### config.mk
export PLATFORM = sky130hd
export DESIGN_NAME = nand_alu_scheduler
export DESIGN_NICKNAME = d
export VERILOG_FILES = /design/src/rtl/nand_alu_scheduler.sv
export SDC_FILE = /design/constraint.sdc
export NUM_CORES = 1
export LEC_CHECK = 0
export ABC_AREA = 1
export BUFFER_PORTS_ARGS = -buffer_cell sky130_fd_sc_hd__buf_4
export CAP_MARGIN = 20
export CORE_MARGIN = 10
export CORE_UTILIZATION = 28
export CTS_CLUSTER_DIAMETER = 200
export DETAILED_ROUTE_END_ITERATION = 10
export GPL_ROUTABILITY_DRIVEN = 0
export REMOVE_ABC_BUFFERS = 1
export SKIP_LAST_GASP = 1
export SLEW_MARGIN = 10
export SYNTH_ARGS = -nofsm -noshare
export SYNTH_HDL_FRONTEND = slang
export SYNTH_SLANG_ARGS = --single-unit
export TNS_END_PERCENT = 20
### constraint.sdc
create_clock -name clk -period 3.4 [get_ports clk]
set_clock_uncertainty 0.05 [all_clocks]
set_input_delay 0.51 -clock clk [delete_from_list [all_inputs] [get_ports clk]]
set_output_delay 0.51 -clock clk [all_outputs]
set_load 0.02 [all_outputs]
### src/rtl/nand_alu_scheduler.sv
// Four requesters share one bit-serial ALU built only from 2-input NAND gates.
// A round-robin arbiter grants one operation, the engine walks it LSB first, the result is held until taken.
module nand_alu_scheduler #(
    parameter int W = 8
) (
    input  logic           clk,
    input  logic           rst_n,
    input  logic [3:0]     req_valid,
    output logic [3:0]     req_ready,
    input  logic [11:0]    req_op,
    input  logic [4*W-1:0] req_a,
    input  logic [4*W-1:0] req_b,
    output logic           rsp_valid,
    input  logic           rsp_ready,
    output logic [W-1:0]   rsp_data,
    output logic [1:0]     rsp_id,
    output logic           rsp_err,
    output logic           busy
);
    localparam int CW = (W > 1) ? $clog2(W) : 1;
    localparam logic [CW-1:0] LAST_CNT = CW'(W - 1);

    typedef enum logic [1:0] {
        IDLE = 2'd0,
        EXEC = 2'd1,
        RESP = 2'd2
    } state_t;

    state_t        state_q;
    logic [1:0]    last_grant_q;
    logic [1:0]    id_q;
    logic [2:0]    op_q;
    logic [W-1:0]  a_q;
    logic [W-1:0]  b_q;
    logic [W-1:0]  res_q;
    logic [CW-1:0] cnt_q;
    logic          rsp_valid_q;
    logic [W-1:0]  rsp_data_q;
    logic [1:0]    rsp_id_q;
    logic          rsp_err_q;
    logic          busy_q;

    logic          grant_found_s;
    logic [1:0]    grant_idx_s;
    logic [2:0]    sel_op_s;
    logic [W-1:0]  sel_a_s;
    logic [W-1:0]  sel_b_s;
    logic          bit_s;
    logic [W-1:0]  res_d;

    function automatic logic nand2(input logic x, input logic y);
        return ~(x & y);
    endfunction

    // Every operation is composed from nand2 only; reserved opcodes yield 0.
    function automatic logic nand_alu_bit(input logic [2:0] op, input logic x, input logic y);
        logic nxy;
        logic nxx;
        logic nyy;
        logic xo;
        nxy = nand2(x, y);
        nxx = nand2(x, x);
        nyy = nand2(y, y);
        xo  = nand2(nand2(x, nxy), nand2(y, nxy));
        case (op)
            3'b000:  return nand2(nxy, nxy);
            3'b001:  return nand2(nxx, nyy);
            3'b010:  return xo;
            3'b011:  return nand2(xo, xo);
            3'b100:  return nxx;
            3'b101:  return nxy;
            default: return 1'b0;
        endcase
    endfunction

    function automatic logic is_reserved(input logic [2:0] op);
        return op[2] & op[1];
    endfunction

    // Scans offsets 4 down to 1 so the smallest offset from last_grant+1 wins.
    function automatic logic [2:0] rr_pick(input logic [3:0] valid, input logic [1:0] last);
        logic [2:0] r;
        logic [1:0] idx;
        r = 3'b000;
        for (int i = 4; i >= 1; i--) begin
            idx = last + 2'(i);
            if (valid[idx]) begin
                r = {1'b1, idx};
            end
        end
        return r;
    endfunction

    // Arbitration and operand select for the current winner.
    always_comb begin
        {grant_found_s, grant_idx_s} = rr_pick(req_valid, last_grant_q);
        sel_op_s = req_op[3*int'(grant_idx_s) +: 3];
        sel_a_s  = req_a[W*int'(grant_idx_s) +: W];
        sel_b_s  = req_b[W*int'(grant_idx_s) +: W];
        if ((state_q == IDLE) && rst_n && grant_found_s) begin
            req_ready = 4'b0001 << grant_idx_s;
        end else begin
            req_ready = 4'b0000;
        end
    end

    // One result bit per EXEC cycle, merged into the partial result.
    always_comb begin
        bit_s        = nand_alu_bit(op_q, a_q[cnt_q], b_q[cnt_q]);
        res_d        = res_q;
        res_d[cnt_q] = bit_s;
    end

    // Scheduler FSM with registered response outputs.
    always_ff @(posedge clk or negedge rst_n) begin
        if (!rst_n) begin
            state_q      <= IDLE;
            last_grant_q <= 2'd3;
            id_q         <= 2'd0;
            op_q         <= 3'd0;
            a_q          <= '0;
            b_q          <= '0;
            res_q        <= '0;
            cnt_q        <= '0;
            rsp_valid_q  <= 1'b0;
            rsp_data_q   <= '0;
            rsp_id_q     <= 2'd0;
            rsp_err_q    <= 1'b0;
            busy_q       <= 1'b0;
        end else begin
            case (state_q)
                IDLE: begin
                    if (grant_found_s) begin
                        op_q         <= sel_op_s;
                        a_q          <= sel_a_s;
                        b_q          <= sel_b_s;
                        id_q         <= grant_idx_s;
                        last_grant_q <= grant_idx_s;
                        cnt_q        <= '0;
                        res_q        <= '0;
                        busy_q       <= 1'b1;
                        state_q      <= EXEC;
                    end
                end
                EXEC: begin
                    res_q <= res_d;
                    if (cnt_q == LAST_CNT) begin
                        rsp_data_q  <= res_d;
                        rsp_id_q    <= id_q;
                        rsp_err_q   <= is_reserved(op_q);
                        rsp_valid_q <= 1'b1;
                        state_q     <= RESP;
                    end else begin
                        cnt_q <= cnt_q + CW'(1'b1);
                    end
                end
                RESP: begin
                    if (rsp_ready) begin
                        rsp_valid_q <= 1'b0;
                        busy_q      <= 1'b0;
                        state_q     <= IDLE;
                    end
                end
                default: begin
                    rsp_valid_q <= 1'b0;
                    busy_q      <= 1'b0;
                    state_q     <= IDLE;
                end
            endcase
        end
    end

    assign rsp_valid = rsp_valid_q;
    assign rsp_data  = rsp_data_q;
    assign rsp_id    = rsp_id_q;
    assign rsp_err   = rsp_err_q;
    assign busy      = busy_q;
endmodule

# --- Word level (Yosys, flattened, before mapping) ---
# Cells that the tools add are included.
totals:
  output_inout_bits: 17
  rom_bits: 0
  wordCells: 103
  regBits: 49
  in_bits: 83
  latch_bits: 0
  memories: 0
  mem_bits_rw: 0
classes:
  add_sub_neg: 4
  reduce_logical: 13
  mux: 35
  n_bitwise: 15
  div: 0
  multipliers: 1
  n_eq_ne: 12
  shift: 4
  n_lt_le_gt_ge: 6
ops:
  columns: ["operator", "count"]
  rows:
  - ["32-bit by 6-bit variable part select with 8-bit output", 2]
  - ["3-bit two-way mux", 6]
  - ["8-bit one-hot mux with 2 select lines", 1]
  - ["2-bit by 3-bit less-than comparator with 1-bit output, second input constant", 4]
  - ["3-bit AND reduction", 4]
  - ["12-bit by 5-bit variable part select with 3-bit output", 1]
  - ["1-bit two-way mux", 10]
  - ["3-bit equality test, second input constant", 3]
  - ["1-bit inverter", 9]
  - ["1-bit binary-select mux with 2-bit select", 4]
  - ["8-bit bitwise mux", 1]
  - ["8-bit two-way mux", 1]
  - ["2-bit inequality test, second input constant", 4]
  - ["1-bit AND", 6]
  - ["1-bit binary-select mux with 3-bit select", 2]
  - ["3-bit by 2-bit equality test with 1-bit output, second input constant", 2]
  - ["2-bit two-way mux", 3]
  - ["1-bit one-hot mux with 3 select lines", 2]
  - ["1-bit one-hot mux with 6 select lines", 1]
  - ["2-bit one-hot mux with 3 select lines", 1]
  - ["3-bit one-hot mux with 2 select lines", 1]
  - ["2-bit AND reduction", 3]
  - ["2-bit adder, second input constant", 2]
  - ["3-bit by 4-bit less-than comparator with 1-bit output, second input constant", 1]
  - ["14 further kinds", 16]

# --- Depth between registers and ports, before layout ---
depth:
  depth_word: 11
  ltp_mapped: 17
  depth_no_buf: 17

# --- Worst setup path before layout ---
# Ideal clock, no wire load.
synth_timing:
  path_type: "reg2out"
  startpoint: "register last_grant_q[0]"
  endpoint: "output port req_ready[1]"
  t_required_ps: 2840
  path_slack_ps: 756
  path_buffers: 2
  stages_incl_launch_ff: 13
  t_arrival_ps: 2084
  cell_sequence: "dfstp_2 > buf_6 > inv_6 > nand2_1 > nand2_1 > nand2_2 > nand2_1 > a21oi_1 > nand2_1 > nand2_2 > inv_1 > buf_2 > nor4_1"
synth_via:
  elab_chain_len: 8
  elab_cells_between_ends: 18
  cone_classes: "add/sub: 3; shift: 1; mux: 13; reduce/logical: 1"
synth_lines:
  columns: ["item", "line_no", "source"]
  rows:
  - ["start, declared", "30", "logic [1:0] last_grant_q;"]
  - ["start signal, assigned", "138", "last_grant_q <= grant_idx_s;"]
  - ["2-bit adder or 1-bit binary-select mux with 2-bit select (tied branches)", "86, 87", null]
  - ["1-bit binary-select mux with 2-bit select or 1-bit two-way mux (tied branches)", "87", "if (valid[idx]) begin"]
  - ["1-bit two-way mux (implied by the code) or 3-bit two-way mux (tied branches)", "87", null]
  - ["3-bit two-way mux (2 in series)", "87", null]
  - ["3-bit two-way mux (*)", "87", null]
  - ["1-bit by 2-bit left shift with 4-bit output or 1-bit logical AND (tied branches)", "101, 100", null]
  - ["4-bit two-way mux (*)", "100", "if ((state_q == IDLE) && rst_n && grant_found_s) begin"]
  - ["end, declared", "9", "output logic [3:0] req_ready,"]
# Every way passes the cells marked *; elsewhere a longest branch is shown, timed or not. The select of a mux whose other input is x is not followed.

# --- Worst setup path in the final report ---
# Ends and elaborated chain as after synthesis.

==> out/metrics.yaml <==
status: "completed"
vdd_drop_max_v: 0.000404
syn_area_sq_um: 3390
grt_pass1_vias: 3472
ys_top_cells_by_area: "dfrtp_1 (35%), nand2_1 (31%), nand3_1 (8.3%)"
grt_max_degree: 50
worstMarginPinSlew_ps: 683
grt_pass1_wl_um: 15900
rsz0062_at_grt: "no"
startpoint: "last_grant_q[0]$_DFFE_PN1P_"
fillers: 1254
post_cts.repair.setup_buffers: 0
clkLatencyLatePin_ps: 280
clkTransAtPathRegs_ps: 60
vias: 3411
viasPerCell: 4.48
crit_type: "register to output pin"
multi_input_comb_area_sq_um: 1850
die_w_um: 130
cts_max_path_buffers: 2
crit_buf_inv: 3
synth_top_cell_by_area: "dfrtp_1"
cts_buffers: 5
portBuffers: 99
min_period_ps: 3000
finalWirelength_um: 9540
syn_to_final_growth_pct: 28.9
power_mw: 4.64
hold_class: "input pin to asynchronous set/reset pin"
fin_setup_tns_ps: 0
ios: 100
coreArea_sq_um: 12000
period_share_pct: 88.2
drive_gt1_share_pct: 24.8
cp.arrival_ps: 2440
start_util_pct: 28.4
power.density_nw_per_um2: 1060
drt_pass1_iterations: 4
cts_tree: "done"
cp.required_ps: 2840
die_y_um: 130
post_synth_num_cell_types: 30
cp-end-kind: "output pin"
ys_seq_area_share_pct: 36.2
detailed_place_hpwl_um: 7370
cts.hold.buffers_added: 0
synth_cells: 522
drtIter0Drc: 119
yosys.area.top_type_share_pct: 34.6
relSlewSlack_pct: 54.4
crit_path_max_incr_delay_ps: 650
cts_resized: 0
cp.depth: 11
worstPathCellList: "inv_6 > nand2_1 > nand2_1 > nand2_2 > nand2_1 > a21oi_1 > nand2_1 > nand2_2 > inv_1 > nor4_1 > buf_4"
start_kind: "register"
yosysWarnings: 0
final_nets: 700
wl_per_cell_um: 12.5
final_max_slew_viol_count: 0
clock-root-buffer: "clkbuf_16"
cap_violations: 0
hold_violations: 0
setup_viol: 0
path_delay_family: "simple AND/OR/NAND/NOR gates"
synth-seq-cells: 49
rows: 40
r2r_start: "cnt_q[2]$_DFFE_PN0P_"
reg2reg_depth: 16
synth.avg_cell_area_sq_um: 6.50
grtUsageTotal_pct: 11.3
drtAntennaViolNets: 0
crit_slowest_cell: "dfstp_2"
p_leak_nw: 2.53
placedCellCount: 753
antenna_cells: 0
htreeDepth: 2
ff_latch_area_sq_um: 1230
gr-total-overflow: 0
fmax_mhz: 333
antenna_found_initial: 0
instances_no_fill: 761
die_area_sq_um: 16900
crit_top_cell: "nand2_1"
numClockSinks: 49
cp_max_fo: 22
drc_errors: 0
-- sequential cells by signal, indices dropped and copies added, names as in the netlist --
| signal | count |
|---|---|
| state_q | 2 |
| busy | 1 |
| res_q | 8 |
| id_q | 2 |
| op_q | 3 |
| cnt_q | 3 |
| rsp_err | 1 |
| rsp_id | 2 |
| last_grant_q | 2 |
| b_q | 8 |
| a_q | 8 |
| rsp_data | 8 |
| rsp_valid | 1 |
-- final timing paths --
path	slack, ps	end
setup / recovery	400	req_ready[1]
hold / removal	280	op_q[2]$_DFFE_PN0P_
setup reg to reg	550	rsp_data[3]$_DFFE_PN0P_
hold reg to reg	430	res_q[2]$_DFFE_PN0P_
max in group asynchronous	2600	a_q[1]$_DFFE_PN0P_
min in group clk	430	res_q[2]$_DFFE_PN0P_
-- cell usage after synthesis --
master	count
nand2_1	281
clkbuf_1	4
dfstp_2	2
nand4_2	1
o21ai_0	14
a221oi_1	1
nor3_1	2
buf_6	11
inv_1	31
nand2_2	8
nand4_1	1
inv_2	3
and2_4	1
o21ai_1	2
ha_1	4
or2_2	9
nand3_1	56
a22oi_1	1
o22ai_1	1
nor2_1	10
buf_2	8
a21oi_1	3
nor4_1	4
dfrtp_1	47
inv_6	1
o2bb2ai_1	1
a31oi_1	1
nor2_2	2
clkinv_1	1
nand3_2	11
-- layout make-up --
type                            count  area share (%)
Clock buffer                        7            3.26
Multi-Input combinational cell    414            42.2
Timing Repair Buffer              107            18.4
Tap cell                          147            4.20
Inverter                           36            3.20
Clock inverter                      1           0.686
Sequential cell                    49            28.1
-- metrics by stage --
step / hold slack [ps] / util (%) / worst slack [ps] / cell area, sq um
final: 284 / 36.6 / 400 / 4380
after floorplan: 164 / - / -107 / 3220
after global placement: 404 / 35.1 / 713 / 4200
after CTS: 305 / 36.6 / 357 / 4380
after detailed placement: 413 / 35.1 / 556 / 4200
after global routing: 330 / 36.6 / 150 / 4380
-- routing by layer --
metal  wire [um]  share of wire (%)  vias to the layer above  track usage (%)
met5           0                  0                        -                0
met1        4570                 48                     1503             14.5
li1            -                  -                     1821                -
met2        4450                 47                       85             18.8
met4          27               0.28                        0             2.12
met3         501                5.3                        2             2.80
-- cells in the final DEF (no fill, tap or decap), types with 2 or more instances in the layout --
master,instances
nor4_1,4
o21ai_0,14
nand2_1,281
clkbuf_16,5
a21oi_1,3
ha_1,4
dfstp_2,2
nand3_2,11
inv_2,3
nand3_1,56
buf_4,107
nor3_1,2
nand2_2,8
nor2_2,2
dfrtp_1,47
nor2_1,10
inv_1,31
or2_2,9
o21ai_1,2
-- worst register-to-register path, cell delays in order, from the launching register on --
cell and delay, ps:
dfrtp_1 450, inv_1 130, nand3_1 90, inv_1 80, o2bb2ai_1 130, a221oi_1 230, nand4_1 160, inv_1 80
ha_1 230, o21ai_0 150, a21oi_1 60, nor3_1 170, a21oi_1 50, o21ai_1 340, nand2_1 170, nand3_1 110
nand2_1 60
-- where the power goes --
part	total, mW	internal (mW)	switching [mW]
Combinational	3.01	1.05	1.96
Sequential	1.06	0.869	0.193
Clock	0.566	0.367	0.199
-- cell families (layout without fill, tap and decap cells) --
family | after synthesis | after routing | share of synthesized area [%]
buffers and inverters | 59 | 151 | 9.40
AND/OR/NAND/NOR | 386 | 386 | 49.0
flip-flops | 49 | 49 | 36.2
AO/OA/AOI/OAI | 24 | 24 | 3.91
adder cells (fa/ha/maj) | 4 | 4 | 1.47
Power figures use the tool's default switching activity.
